$ cat config.mk
export PLATFORM = sky130hd
export DESIGN_NAME = cdb_arbiter
export DESIGN_NICKNAME = d
export VERILOG_FILES = /design/src/rtl/cdb_arbiter.sv
export SDC_FILE = /design/constraint.sdc
export NUM_CORES = 1
export LEC_CHECK = 0
export ABC_AREA = 1
export CORE_ASPECT_RATIO = 0.7
export CORE_MARGIN = 1
export CORE_UTILIZATION = 59
export DETAILED_ROUTE_END_ITERATION = 10
export PLACE_DENSITY = 0.95
export SLEW_MARGIN = 20
export SYNTH_ARGS = -nofsm -noshare
export SYNTH_HDL_FRONTEND = slang
export SYNTH_SLANG_ARGS = --single-unit
$ cat constraint.sdc
create_clock -name clk -period 2.6 [get_ports clk]
set_input_delay 0.52 -clock clk [delete_from_list [all_inputs] [get_ports clk]]
set_output_delay 0.52 -clock clk [all_outputs]
set_load 0.01 [all_outputs]
$ cat src/rtl/cdb_arbiter.sv
// cdb_arbiter: collects ALU and LSB results in two 2-entry FIFOs and
// broadcasts one per cycle on a registered CDB, round-robin on ties.
// A mispredict drops every buffered result; rdy low freezes everything.
module cdb_arbiter #(
    parameter int DATA_W   = 32,
    parameter int ROB_ID_W = 4
) (
    input  logic                clk,
    input  logic                rst,
    input  logic                rdy,
    input  logic                mispredict,
    input  logic                alu_valid,
    input  logic [ROB_ID_W-1:0] alu_rob_id,
    input  logic [DATA_W-1:0]   alu_value,
    output logic                alu_ready,
    input  logic                lsb_valid,
    input  logic [ROB_ID_W-1:0] lsb_rob_id,
    input  logic [DATA_W-1:0]   lsb_value,
    output logic                lsb_ready,
    output logic                cdb_valid,
    output logic [ROB_ID_W-1:0] cdb_rob_id,
    output logic [DATA_W-1:0]   cdb_value,
    output logic                cdb_src
);
    localparam int         DEPTH = 2;
    localparam logic [1:0] FULL  = 2'(DEPTH);

    // index 0 = ALU, index 1 = LSB throughout
    logic                in_valid [2];
    logic [ROB_ID_W-1:0] in_tag   [2];
    logic [DATA_W-1:0]   in_value [2];
    logic                in_ready [2];

    logic [ROB_ID_W-1:0] tag_mem  [2][DEPTH];
    logic [DATA_W-1:0]   val_mem  [2][DEPTH];
    logic                head     [2];
    logic                tail     [2];
    logic [1:0]          cnt      [2];
    logic                last_grant;

    logic                accept;
    logic                push     [2];
    logic                pop      [2];
    logic                grant_any;
    logic                grant_src;

    assign in_valid[0] = alu_valid;
    assign in_tag[0]   = alu_rob_id;
    assign in_value[0] = alu_value;
    assign in_valid[1] = lsb_valid;
    assign in_tag[1]   = lsb_rob_id;
    assign in_value[1] = lsb_value;
    assign alu_ready   = in_ready[0];
    assign lsb_ready   = in_ready[1];
    assign accept      = rdy && !mispredict;

    // Ready looks only at registered occupancy; a same-cycle pop is not credited.
    always_comb begin
        for (int s = 0; s < 2; s++) begin
            in_ready[s] = accept && (cnt[s] != FULL);
            push[s]     = in_valid[s] && in_ready[s];
        end
    end

    // Pick a head from pre-edge state; on a tie the source not granted last wins.
    always_comb begin
        grant_any = (cnt[0] != 2'd0) || (cnt[1] != 2'd0);
        if ((cnt[0] != 2'd0) && (cnt[1] != 2'd0))
            grant_src = ~last_grant;
        else
            grant_src = (cnt[1] != 2'd0);
        pop[0] = accept && grant_any && !grant_src;
        pop[1] = accept && grant_any && grant_src;
    end

    // Per-source circular FIFOs; flush resets pointers only, stale data is unreachable.
    always_ff @(posedge clk or negedge rst) begin
        if (!rst) begin
            for (int s = 0; s < 2; s++) begin
                for (int e = 0; e < DEPTH; e++) begin
                    tag_mem[s][e] <= '0;
                    val_mem[s][e] <= '0;
                end
                head[s] <= 1'b0;
                tail[s] <= 1'b0;
                cnt[s]  <= 2'd0;
            end
        end else if (rdy) begin
            if (mispredict) begin
                for (int s = 0; s < 2; s++) begin
                    head[s] <= 1'b0;
                    tail[s] <= 1'b0;
                    cnt[s]  <= 2'd0;
                end
            end else begin
                for (int s = 0; s < 2; s++) begin
                    if (push[s]) begin
                        tag_mem[s][tail[s]] <= in_tag[s];
                        val_mem[s][tail[s]] <= in_value[s];
                        tail[s]             <= ~tail[s];
                    end
                    if (pop[s])
                        head[s] <= ~head[s];
                    if (push[s] && !pop[s])
                        cnt[s] <= cnt[s] + 2'd1;
                    else if (!push[s] && pop[s])
                        cnt[s] <= cnt[s] - 2'd1;
                end
            end
        end
    end

    // Registered broadcast; tag/value/src hold when nothing is granted.
    always_ff @(posedge clk or negedge rst) begin
        if (!rst) begin
            cdb_valid  <= 1'b0;
            cdb_rob_id <= '0;
            cdb_value  <= '0;
            cdb_src    <= 1'b0;
            last_grant <= 1'b1;
        end else if (rdy) begin
            if (mispredict) begin
                cdb_valid  <= 1'b0;
                last_grant <= 1'b1;
            end else if (grant_any) begin
                cdb_valid  <= 1'b1;
                cdb_rob_id <= tag_mem[grant_src][head[grant_src]];
                cdb_value  <= val_mem[grant_src][head[grant_src]];
                cdb_src    <= grant_src;
                last_grant <= grant_src;
            end else begin
                cdb_valid  <= 1'b0;
            end
        end
    end

endmodule
# Word-level counts from Yosys, hierarchy flattened
# Index checks and enable logic that the tools add are counted.
[word_totals]
register_bits = 191
latch_bits = 0
mem_bits_rw = 0
mem_bits_ro = 0
input_bits = 78
out_inout_bits = 40
wordCells = 125
n_memories = 0
[op_classes]
addsub = 4
n_mul = 0
div = 0
order_cmp = 6
eq_ne = 2
shifts = 0
n_mux = 43
bitwise_logic = 10
n_reduce_logical = 41
[ops]
columns = ["operator", "count"]
rows = [
  ["2-to-1 mux 64 bit", 3],
  ["2-to-1 mux 32 bit", 5],
  ["bitwise mux 64 bit", 2],
  ["demux 32 bit (select 1 bit)", 2],
  ["2-to-1 mux 4 bit", 6],
  ["2-to-1 mux 8 bit", 3],
  ["bitwise mux 8 bit", 2],
  ["logical AND 1 bit", 15],
  ["AND reduction 2 bit", 7],
  ["nonzero test 2 bit", 7],
  ["2-to-1 mux 1 bit", 12],
  ["2-to-1 mux 2 bit", 6],
  ["AND reduction 3 bit", 3],
  ["demux 4 bit (select 1 bit)", 2],
  ["greater-or-equal comparator 2 bit, second input constant", 4],
  ["inverter 1 -> 2 bit", 4],
  ["zero test 1 bit", 6],
  ["inverter 1 bit", 6],
  ["nonzero test 3 bit", 2],
  ["adder 2 x 1 -> 2 bit, second input constant", 2],
  ["< comparator 2 x 1 -> 1 bit, second input constant", 2],
  ["!= test 2 bit, second input constant", 2],
  ["subtractor 2 x 1 -> 2 bit, second input constant", 2],
  ["logical OR 1 bit", 1],
]

# Logic depth before layout (Yosys ltp)
# Gate-level depths: netlist of run 1.
[depth]
word_depth = 11
mapped_depth = 11
ltp_nobuf = 10

# Least setup slack after synthesis of run 1
# OpenSTA, ideal clock, no wires.
[synth_timing]
path_type = "input to register"
startpoint = "in mispredict"
endpoint = "reg val_mem[10] (netlist bit)"
setup_time_ps = 125
arrival_time_ps = 1725
required_time_ps = 2475
setup_slack_ps = 751
path_stages = 7
n_path_buf = 1
path_cell_list = "inv_2 -> nand2_1 -> a21oi_2 -> nand2_2 -> nor2_4 -> buf_6 -> mux2_2"
[synth_between]
elab_chain_cells = 5
elab_cells_between_ends = 6
cone_classes = "1 x bitwise; 5 x reduce/logical"
[synth_lines]
columns = ["item", "line_no", "text"]
rows = [
  ["start: declaration", "11", "input logic mispredict,"],
  ["zero test 1 bit", "55", "assign accept = rdy && !mispredict;"],
  ["logical AND 1 bit", "55", ""],
  ["logical AND 1 bit", "60", "in_ready[s] = accept && (cnt[s] != FULL);"],
  ["named net lsb_ready", "19", "output logic lsb_ready,"],
  ["logical AND 1 bit", "61", "push[s] = in_valid[s] && in_ready[s];"],
  ["AND reduction 3 bit (no source line)", "--", ""],
  ["end signal: indexed assignment", "99", "val_mem[s][tail[s]] <= in_value[s];"],
  ["end: declaration", "35", "logic [DATA_W-1:0] val_mem [2][DEPTH];"],
]
# The timed path passes the listed nets, and every way through them passes these cells.
# A chain may end at the register's enable or synchronous reset.

# Worst setup path in the final report of run 1
[layout_timing]
startpoint = "reg cnt[1] (netlist bit)"
endpoint = "reg cdb_value[31]"
[layout_between]
elab_chain_cells = 11
elab_cells_between_ends = 16
cone_classes = "10 x mux; 2 x bitwise; 4 x reduce/logical"
[layout_lines]
columns = ["item", "line_no", "text"]
rows = [
  ["start: declaration", "38", "logic [1:0] cnt [2];"],
  ["start signal: indexed assignment", "105", "cnt[s] <= cnt[s] + 2'd1;"],
  ["start signal: indexed assignment", "107", "cnt[s] <= cnt[s] - 2'd1;"],
  ["nonzero test 2 bit (*)", "67, 68, 71", ""],
  ["logical AND 1 bit", "68", "if ((cnt[0] != 2'd0) && (cnt[1] != 2'd0))"],
  ["2-to-1 mux 1 bit", "68", ""],
  ["inverter 1 -> 2 bit (not written as such)", "128", "cdb_value <= val_mem[grant_src][head[grant_src]];"],
  ["2-to-1 mux 1 bit (not written as such) (3 in series)", "128", ""],
  ["inverter 1 -> 2 bit (not written as such)", "128", ""],
  ["2-to-1 mux 32 bit (not written as such) (3 in series)", "128", ""],
  ["end signal: assignment", "128", ""],
  ["end: declaration", "22", "output logic [DATA_W-1:0] cdb_value,"],
]
# Mark *: on every way between the ends. The rest lies on a longest branch, timed or not. The select of a mux whose other input is x is not followed.

==> metrics.txt, run 1 <==
# TYPE chip_impl_metric gauge
chip_impl_metric{name="largest_net_degree_at_the_start_of_global_routing",unit=""} 73
chip_impl_metric{name="grt_antenna_before_repair",unit=""} 0
chip_impl_metric{name="report.final.setup_viol",unit=""} 0
chip_impl_info{name="timing_worst_setup_path_type",value="reg2reg"} 1
chip_impl_metric{name="critical_path_rt",unit="ns"} 2.91
chip_impl_metric{name="global_route.overflow_total",unit=""} 0
chip_impl_metric{name="power_density_over_the_cells",unit="nW/um2"} 1200
chip_impl_metric{name="critical_path.max_stage_delay",unit="ns"} 0.43
chip_impl_metric{name="insertedDiodeCount",unit=""} 0
chip_impl_metric{name="wire_per_inst",unit="um"} 17.6
chip_impl_metric{name="finalCritPeriodShare",unit=""} 0.851
chip_impl_metric{name="design.die.area",unit="um2"} 15000
chip_impl_metric{name="die_width",unit="um"} 146
chip_impl_metric{name="ctsHtreeMaxLevel",unit=""} 4
chip_impl_metric{name="finalWorstPathRequiredPeriod",unit="ns"} 2.21
chip_impl_metric{name="nFillCells",unit=""} 927
chip_impl_metric{name="ios",unit=""} 118
chip_impl_metric{name="clock-sinks",unit=""} 191
chip_impl_info{name="top_area_cells_in_the_synthesized_netlist",value="dfrtp_1 55%, nand2_1 14%, mux2_2 9.5%"} 1
chip_impl_metric{name="die_y",unit="um"} 103
chip_impl_metric{name="peakVddDrop",unit="V"} 0.000745
chip_impl_metric{name="maxSlewViolCount",unit=""} 0
chip_impl_info{name="grt_setup_unrepaired",value="no"} 1
chip_impl_metric{name="netlist_area",unit="um2"} 8580
chip_impl_metric{name="dp_worst_setup_slack",unit="ns"} 0.0668
chip_impl_metric{name="drive_gt1_frac",unit=""} 0.137
chip_impl_metric{name="last_weighted_congestion_value_of_the_routability_driven_placer",unit=""} 0.817
chip_impl_info{name="critPathSlowestCell",value="dfrtp_1"} 1
chip_impl_info{name="min-delay-path-class",value="in2async"} 1
chip_impl_metric{name="synth.distinct_cells",unit=""} 26
chip_impl_info{name="endpoint_kind",value="register"} 1
chip_impl_metric{name="area_growth_from_synthesis_to_layout",unit="%"} 22.8
chip_impl_metric{name="synth.yosys.seq_area_share",unit=""} 0.557
chip_impl_metric{name="routed_wirelength",unit="mm"} 21.9
chip_impl_metric{name="syn_inst",unit=""} 938
chip_impl_metric{name="post_cts.resized_instances",unit=""} 0
chip_impl_info{name="path_common_cell",value="nand2_1"} 1
chip_impl_metric{name="antenna_left",unit=""} 0
chip_impl_metric{name="grt_pass1_wl",unit="mm"} 35.5
chip_impl_metric{name="cts_setup_buffers",unit=""} 0
chip_impl_metric{name="leakagePower",unit="nW"} 4.83
chip_impl_metric{name="headroom_to_the_max_slew_limit",unit=""} 0.462
chip_impl_metric{name="cts_buffers",unit=""} 17
chip_impl_metric{name="netlist.area_leader.share",unit=""} 0.554
chip_impl_metric{name="synth-seq-cells",unit=""} 191
chip_impl_metric{name="number_of_global_route_vias_before_repair",unit=""} 7096
chip_impl_metric{name="final_critical_path_setup_slack",unit="ns"} 0.388
chip_impl_metric{name="drc",unit=""} 0
chip_impl_metric{name="dp_hpwl",unit="mm"} 13.4
chip_impl_metric{name="fin_skew",unit="ns"} 0.0123
chip_impl_metric{name="coreArea",unit="um2"} 14100
chip_impl_info{name="outcome",value="finished clean"} 1
chip_impl_metric{name="crit_fanout",unit=""} 72
chip_impl_metric{name="num-nets-final",unit=""} 1119
chip_impl_metric{name="insertion_delay",unit="ns"} 0.44
chip_impl_metric{name="placement.io_buffers",unit=""} 117
chip_impl_info{name="yosys.area.top_type",value="dfrtp_1"} 1
chip_impl_metric{name="critical_path.n_buffers_inverters",unit=""} 2
chip_impl_metric{name="finalPower",unit="mW"} 12.7
chip_impl_metric{name="first_iter_violations",unit=""} 719
chip_impl_info{name="worst_setup_path_start_kind",value="register"} 1
chip_impl_metric{name="hold_viol_final",unit=""} 0
chip_impl_metric{name="rows",unit=""} 36
chip_impl_metric{name="vias",unit=""} 7081
chip_impl_metric{name="data_arrival_critical_path",unit="ns"} 2.52
chip_impl_info{name="cts_root_buffer",value="clkbuf_16"} 1
chip_impl_metric{name="grt_overall_usage",unit=""} 0.310
chip_impl_metric{name="synth_area_per_cell",unit="um2"} 9.14
chip_impl_metric{name="drv.max_cap_violation_count",unit=""} 0
chip_impl_metric{name="max-clock-path-buffers",unit=""} 2
chip_impl_metric{name="mappedNetlistNets",unit=""} 1016
chip_impl_info{name="worstPathCellList",value="nor2_1 -> inv_2 -> nand2_4 -> nand2_1 -> o21ai_4 -> buf_12 -> nand3_1 -> nand2_1 -> o21ai_1"} 1
chip_impl_metric{name="vias_per_cell",unit=""} 5.69
chip_impl_metric{name="worst_setup_hold_path_clk_slew",unit="ns"} 0.07
chip_impl_info{name="cts_tree",value="yes"} 1
chip_impl_metric{name="firstDrtPassIters",unit=""} 5
chip_impl_info{name="cpLargestDelayFamily",value="simple AND/OR/NAND/NOR gates"} 1
chip_impl_metric{name="yosysWarningCount",unit=""} 0
chip_impl_metric{name="fin_tns_setup",unit="ns"} 0
chip_impl_metric{name="clock.fmax",unit="MHz"} 452
chip_impl_metric{name="tightestPinTransition",unit="ns"} 0.805
chip_impl_metric{name="initial_utilization",unit=""} 0.610
chip_impl_metric{name="postCtsHoldBufs",unit=""} 0
[per-layer routing]
layer,part of all wire,global-route usage
met1,0.41,0.411
met5,0,0
met3,0.091,0.0783
met4,0.019,0.104
met2,0.48,0.509
[cell families after synthesis]
group           synth area share
compound gates            0.0743
xor+xnor                 0.00204
buf+inv                   0.0589
flops                      0.557
mux                       0.0945
simple gates               0.213
[cell usage after synthesis]
master / n
buf_6: 11
a21oi_1: 5
a21oi_2: 1
buf_1: 4
o21ai_0: 74
clkbuf_1: 18
inv_2: 4
nand3_1: 78
nand2_2: 2
buf_2: 17
inv_1: 47
dfstp_2: 1
o21bai_1: 1
nor2_2: 2
xnor2_1: 1
nor2_1: 40
xor2_1: 1
o211ai_1: 1
dfrtp_1: 190
buf_4: 3
nand3_2: 1
nand2_1: 321
o21ai_4: 2
mux2_2: 72
o21ai_1: 37
nor2_4: 4
[through the flow]
step | util | hold WS, ns | cell area, um2 | cells
6_report | 0.750 | 0.0872 | 10500 | 1244
3_5_place_dp | 0.708 | 0.459 | 9940 | 1212
3_3_place_gp | 0.708 | 0.454 | 9940 | 1212
5_1_grt | 0.750 | 0.123 | 10500 | 1244
4_1_cts | 0.749 | 0.0998 | 10500 | 1244
2_1_floorplan | - | 0.224 | 8580 | 938
[area by class of cell]
type / instances / area [um2] / area share
tap: 190 / 238 / 0.0226
timing repair buffer: 137 / 1430 / 0.136
clock buffer: 18 / 439 / 0.0417
multi-input combinational: 643 / 3310 / 0.314
clock inverter: 14 / 148 / 0.0140
inverter: 51 / 191 / 0.0182
sequential: 191 / 4780 / 0.454
[power breakdown]
part	internal (mW)	switching, mW
clock network	1.38	1.22
registers	4.35	0.784
logic	2.08	2.87
[state kept, by name (all words and copies together) (netlist names)]
name        flops
cdb_src         1
cnt             4
head            2
cdb_rob_id      4
cdb_value      32
tag_mem        16
tail            2
cdb_valid       1
val_mem       128
last_grant      1
[worst paths after layout]
path	start	endpoint	slack (ns)	cells after the start
max	cnt[1]$_DFFE_PN0P_	cdb_value[31]$_DFFE_PN0N_	0.39	9
min	rst	val_mem[5]$_DFFE_PN0P_	0.09	1
max reg2reg	cnt[1]$_DFFE_PN0P_	cdb_value[31]$_DFFE_PN0N_	0.39	9
min reg2reg	val_mem[99]$_DFFE_PN0P_	val_mem[99]$_DFFE_PN0P_	0.48	2
max in group asynchronous	rst	last_grant$_DFFE_PN1P_	1.82	2
min in group clk	val_mem[99]$_DFFE_PN0P_	val_mem[99]$_DFFE_PN0P_	0.48	2
[worst reg2reg max path, delay by kind of cell (launching register included)]
family,cells,cell delay [ns]
AND/OR/NAND/NOR,5,1.07
buffers and inverters,2,0.43
flip-flops,1,0.43
AO/OA/AOI/OAI,2,0.18
[cells in the final DEF, fill, tap and decap left out, drive strengths merged]
master	instances
nand2	323
dfrtp	190
clkdlybuf4s50	114
o21ai	113
nand3	79
mux2	72
inv	58
nor2	46
buf	20
clkbuf	19
a21oi	6
clkinvlp	3
clkinv	3
dlymetal6s2s	2
o21bai	1
xor2	1
xnor2	1
o211ai	1
bufinv	1
dfstp	1
(Power assumes the default switching activity.)
==> run 2, diff against run 1 <==
Settings changed: CORE_MARGIN 1 to 2.
==> run 2 against run 1 <==
Core utilization up 0.23 points. Clock skew is 0.0021 ns lower. Register-to-register slack gained 0.03 ns. Critical path type is now in2out.
==> metrics.txt, run 2 (same netlist as run 1, synthesis figures left out) <==
# TYPE chip_impl_metric gauge
chip_impl_info{name="outcome",value="finished clean"} 1
chip_impl_info{name="largestRegisters",value="val_mem (128), cdb_value (32), tag_mem (16)"} 1
chip_impl_metric{name="maxSlewViolCount",unit=""} 0
chip_impl_metric{name="largest_net_degree_at_the_start_of_global_routing",unit=""} 91
chip_impl_metric{name="headroom_to_the_max_slew_limit",unit=""} 0.434
chip_impl_metric{name="worst_setup_hold_path_clk_slew",unit="ns"} 0.07
chip_impl_metric{name="vias",unit=""} 7068
chip_impl_metric{name="leakagePower",unit="nW"} 4.84
chip_impl_metric{name="global_route.overflow_total",unit=""} 0
chip_impl_info{name="min-delay-path-class",value="in2async"} 1
chip_impl_metric{name="placement.io_buffers",unit=""} 117
chip_impl_info{name="register_bank_with_the_most_flops",value="val_mem"} 1
chip_impl_metric{name="coreArea",unit="um2"} 14100
chip_impl_info{name="cts_tree",value="yes"} 1
chip_impl_metric{name="first_iter_violations",unit=""} 580
chip_impl_info{name="endpoint_kind",value="output port"} 1
chip_impl_metric{name="number_of_global_route_vias_before_repair",unit=""} 7076
chip_impl_metric{name="power_density_over_the_cells",unit="nW/um2"} 1200
chip_impl_metric{name="ios",unit=""} 118
chip_impl_metric{name="initial_utilization",unit=""} 0.610
chip_impl_metric{name="vias_per_cell",unit=""} 5.66
chip_impl_metric{name="tightestPinTransition",unit="ns"} 0.846
chip_impl_metric{name="insertion_delay",unit="ns"} 0.43
chip_impl_metric{name="crit_fanout",unit=""} 6
chip_impl_info{name="grt_setup_unrepaired",value="no"} 1
chip_impl_metric{name="routed_wirelength",unit="mm"} 21.7
chip_impl_metric{name="dp_hpwl",unit="mm"} 13.8
chip_impl_metric{name="ctsHtreeMaxLevel",unit=""} 4
chip_impl_metric{name="grt_overall_usage",unit=""} 0.293
chip_impl_info{name="most-common-layout-cells",value="320 x nand2_1, 190 x dfrtp_1, 115 x clkdlybuf4s50_1"} 1
chip_impl_metric{name="drive_gt1_frac",unit=""} 0.141
chip_impl_metric{name="grt_pass1_wl",unit="mm"} 35.5
chip_impl_metric{name="critical_path_rt",unit="ns"} 2.08
chip_impl_metric{name="die_width",unit="um"} 148
chip_impl_metric{name="max-clock-path-buffers",unit=""} 2
chip_impl_metric{name="fin_tns_setup",unit="ns"} 0
chip_impl_metric{name="peakVddDrop",unit="V"} 0.000840
chip_impl_metric{name="final_critical_path_setup_slack",unit="ns"} 0.0772
chip_impl_metric{name="postCtsHoldBufs",unit=""} 0
chip_impl_metric{name="finalCritPeriodShare",unit=""} 0.970
chip_impl_metric{name="die_y",unit="um"} 105
chip_impl_metric{name="post_cts.resized_instances",unit=""} 0
chip_impl_metric{name="cts_buffers",unit=""} 17
chip_impl_metric{name="fin_skew",unit="ns"} 0.0102
chip_impl_metric{name="drv.max_cap_violation_count",unit=""} 0
chip_impl_metric{name="firstDrtPassIters",unit=""} 5
chip_impl_metric{name="wire_per_inst",unit="um"} 17.4
chip_impl_metric{name="insertedDiodeCount",unit=""} 0
chip_impl_info{name="layout_commonest_cell",value="nand2_1"} 1
chip_impl_info{name="timing_worst_setup_path_type",value="in2out"} 1
chip_impl_metric{name="rows",unit=""} 36
chip_impl_metric{name="drc",unit=""} 0
chip_impl_metric{name="cts_setup_buffers",unit=""} 0
chip_impl_metric{name="hold_viol_final",unit=""} 0
chip_impl_metric{name="antenna_left",unit=""} 0
chip_impl_metric{name="clock-sinks",unit=""} 191
chip_impl_metric{name="grt_antenna_before_repair",unit=""} 0
chip_impl_metric{name="num-nets-final",unit=""} 1124
chip_impl_info{name="worst_setup_path_start_kind",value="input pin"} 1
chip_impl_metric{name="clock.fmax",unit="MHz"} 396
chip_impl_info{name="cts_root_buffer",value="clkbuf_16"} 1
chip_impl_metric{name="dp_worst_setup_slack",unit="ns"} 0.0678
chip_impl_metric{name="area_growth_from_synthesis_to_layout",unit="%"} 23.2
chip_impl_metric{name="design.die.area",unit="um2"} 15500
chip_impl_metric{name="last_weighted_congestion_value_of_the_routability_driven_placer",unit=""} 0.786
chip_impl_metric{name="data_arrival_critical_path",unit="ns"} 2.00
chip_impl_metric{name="largest_register_ffs",unit=""} 128
chip_impl_metric{name="finalWorstPathRequiredPeriod",unit="ns"} 2.52
chip_impl_metric{name="report.final.setup_viol",unit=""} 0
==> run 2: cell count changes in the layout (fill, tap and decap cells not counted) <==
cell	before	now
dlymetal6s2s_1	2	1
clkdlybuf4s50_1	114	115
buf_4	12	17
inv_6	4	5
inv_8	3	2
==> run 2: power by group <==
group | internal [mW] | switching, mW | total, mW
sequential | 4.35 | 0.787 | 5.14
clock | 1.38 | 1.20 | 2.58
combinational | 2.12 | 2.84 | 4.96
==> run 2: path summary, 6_finish.rpt <==
| check | startpoint | to | slack [ns] | depth (start not counted) |
|---|---|---|---|---|
| worst max-delay path | mispredict | lsb_ready | 0.08 | 5 |
| worst min-delay path | rst | cnt[2]$_DFFE_PN0P_ | 0.10 | 1 |
| worst max register to register | cnt[2]$_DFFE_PN0P_ | cdb_value[9]$_DFFE_PN0N_ | 0.42 | 7 |
| worst min register to register | tag_mem[12]$_DFFE_PN0P_ | tag_mem[12]$_DFFE_PN0P_ | 0.47 | 2 |
| max in group asynchronous | rst | val_mem[84]$_DFFE_PN0P_ | 1.72 | 2 |
| min in group clk | tag_mem[12]$_DFFE_PN0P_ | tag_mem[12]$_DFFE_PN0P_ | 0.47 | 2 |
==> run 2: area by class of cell <==
type / instances / area, um2
clock inverters: 14 / 145
repair buffers: 142 / 1470
flip-flops and latches: 191 / 4780
clock buffers: 18 / 439
multi-input cells: 643 / 3310
well taps: 190 / 238
inverters: 51 / 191
fillers: 933 / 3480
==> run 2: stage by stage <==
stage / hold slack, ns / total power [mW] / instances / instance area, um2 / utilization
floorplan: 0.224 / 8.35 / 938 / 8580 / -
global placement: 0.453 / 9.69 / 1217 / 9980 / 0.710
detailed placement: 0.458 / 10.0 / 1217 / 9980 / 0.710
CTS: 0.118 / 12.7 / 1249 / 10600 / 0.752
global route: 0.139 / 13.6 / 1249 / 10600 / 0.752
finish: 0.104 / 12.7 / 1249 / 10600 / 0.752
==> run 2: critical path, cell delays in order <==
cell             delay, ns
clkdlybuf4s50_1       0.48
inv_2                 0.13
nand2_1               0.14
a21oi_2               0.17
clkdlybuf4s50_1       0.55
==> run 2: layer usage <==
layer,track usage,part of all wire
met4,0.0946,0.018
met3,0.0664,0.083
met5,0,0
met1,0.394,0.41
met2,0.478,0.49
==> edit (flow settings as in run 2) <==
Reset style: synchronous (`rst`), changed in 2 clocked blocks.
--- a/src/rtl/cdb_arbiter.sv
+++ b/src/rtl/cdb_arbiter.sv
@@ -74,7 +74,7 @@
     end
 
     // Per-source circular FIFOs; flush resets pointers only, stale data is unreachable.
-    always_ff @(posedge clk or negedge rst) begin
+    always_ff @(posedge clk) begin
         if (!rst) begin
             for (int s = 0; s < 2; s++) begin
                 for (int e = 0; e < DEPTH; e++) begin
@@ -111,7 +111,7 @@
     end
 
     // Registered broadcast; tag/value/src hold when nothing is granted.
-    always_ff @(posedge clk or negedge rst) begin
+    always_ff @(posedge clk) begin
         if (!rst) begin
             cdb_valid  <= 1'b0;
             cdb_rob_id <= '0;
Check against the original RTL: differs if rst is asserted again (counterexample within 4 cycles, from zero or initial values and one cycle with rst low); with rst held inactive, the same outputs for 4 cycles.
==> edit against run 2 <==
Critical path type is now register to register. Count of clock-buffer cells in the layout rose by 1. Design area rose by 4.9%. Sequential cell count did not move. Synthesized area rose by 6.7%. Worst setup slack improved by 0.21 ns. Via count rose by 3.4%. Cell count rose by 4.2%. Wire length rose by 8.6%.
Power is not compared: it rests on default switching activity, and its combinational part moved more than twofold at a synthesized area within 25%.
==> edit: results (changes against run 2) <==
status=completed; yosys synthesis warning count=0 (unchanged); worst min path class=register to register; first-pass GRT wire length=37200 um (+4.7%); gr usage total=29.3% (-0.076 points); Leak=0.00477 uW; Num CTS Buffers=17 (unchanged); input/output buffers=117 (unchanged); ant diodes=0 (unchanged); FFs w/ async S/R, synth=0% (-100 points); syn nets=1061 (+4.4%); top post-synthesis cells by area=edfxtp_1 (50%), nand2_1 (15%), dfxtp_1 (8.5%); clock buffer depth=2 (unchanged); H-tree level count=4 (unchanged); post-DP HPWL=14700 um (+7.0%); Max Clk Rate=433 MHz (+9.2%); distinct cell type count after synthesis=27 (+3.8%); Avg WL per Cell=18.1 um (+4.1%); worst hold stages=2; placed inst area=10500 um2 (+5.3%); DR iter-0 viols=806 (+39%); routability congestion estimate=0.818 (+4.0%); layout cells sized above 1=12.7% (-1.4 points); top flop regs=val_mem: 128 flops, cdb_value: 32 flops, tag_mem: 16 flops; R2R Setup Slk=0.29 ns (-0.13 ns); Max Clock Skew=0.0109 ns (+0.000635 ns); min-delay src=cdb_value[27]; clk_lat worst skew=0.44 ns; vias in the first global route=7570 (+7.0%); Clock Root Buffer=clkbuf_16; Syn Area/Cell=9.33 um2 (+2.0%); largest net degree at the start of global routing=43 (-53%); Clk pin slew, worst setup/hold paths=0.08 ns; Slowest cell on crit path=edfxtp_1; top post-synthesis cells by count=nand2_1 (355), edfxtp_1 (152), nor2_1 (94); setup bufs post-CTS=0 (unchanged); fin nets=1169 (+4.0%); CP Launch Point=cnt[1][0]; crit path max fanout=31 (+25); Post-synth EDFFs=152 (+152); post-synthesis sequential area ratio=58.4% (+2.7 points); antenna violations before repair=0 (unchanged); hold worst-path end=cdb_value[27]; Crit Reg-Reg Endpoint=cdb_value[0]; worst ir drop on vdd=446 uV; Worst-Margin Slew=0.690 ns (-0.156 ns); final cell count without fillers=1302 (+4.2%); Pre-antenna DRT Iters=5 (unchanged); via-per-instance ratio=5.61 (-0.84%); Synth Flop Type=edfxtp_1; Worst Setup EP=cdb_value[0]; Crit path arrival time=2.67 ns (+0.67 ns); slowest cell delay on critical path=0.40 ns (-0.15 ns); cells on worst reg2reg path=12 (+5); dpl ws=0.0177 ns (-0.0501 ns); fillers=1004 (+7.6%); Sw Share=28.9%
==> edit: per-layer routing <==
metal  wire [um]  share of wire [%]  up-vias  global-route usage [%]
li1            -                  -     3318                       -
met1        8860                 38     3428                    34.9
met2       11500                 49      485                    50.9
met3        2390                 10       75                    6.77
met4         740                3.1        0                    14.2
met5           0                  0        -                       0
==> edit: logic make-up (layout without fill, tap and decap cells) <==
group | after synthesis | after routing | synth area share, %
buffers and inverters | 148 | 269 | 7.85
AO/OA/AOI/OAI | 45 | 45 | 2.61
AND/OR/NAND/NOR | 594 | 594 | 30.8
adder cells (fa/ha/maj) | 2 | 2 | 0.273
XOR/XNOR | 1 | 1 | 0.0957
flip-flops | 191 | 191 | 58.4
==> edit: per-stage QoR <==
step | power, uW | hold WS (ns)
global placement | 4770 | 0.452
CTS | 7350 | 0.466
global route | 7600 | 0.486
floorplan | 4360 | 0.464
finish | 7370 | 0.466
detailed placement | 4830 | 0.455
==> edit: power by group through the flow <==
stage	Combinational, uW	Sequential (uW)	Clock (uW)
3_5_place_dp	1250	3580	0
4_1_cts	1280	3510	2560
6_report	1300	3520	2550
3_3_place_gp	1200	3570	0
5_1_grt	1400	3530	2670
2_1_floorplan	779	3580	0
==> edit: layout make-up <==
cell class / count / area, um2 / area share [%]
Timing Repair Buffer: 146 / 1460 / 13.1
Clock inverter: 13 / 134 / 1.21
Inverter: 91 / 342 / 3.08
Multi-Input combinational cell: 642 / 3120 / 28.2
Clock buffer: 19 / 433 / 3.91
Sequential cell: 191 / 5350 / 48.2
Tap cell: 200 / 250 / 2.26
==> edit: worst max-delay path, delay by kind of cell, from the launching register on <==
family                     cells  cell delay (ns)
adders and majority gates      1             0.20
buffers and inverters          4             0.78
AOI/OAI and AO/OA              1             0.14
DFF                            1             0.40
and+or+nand+nor                6             0.70
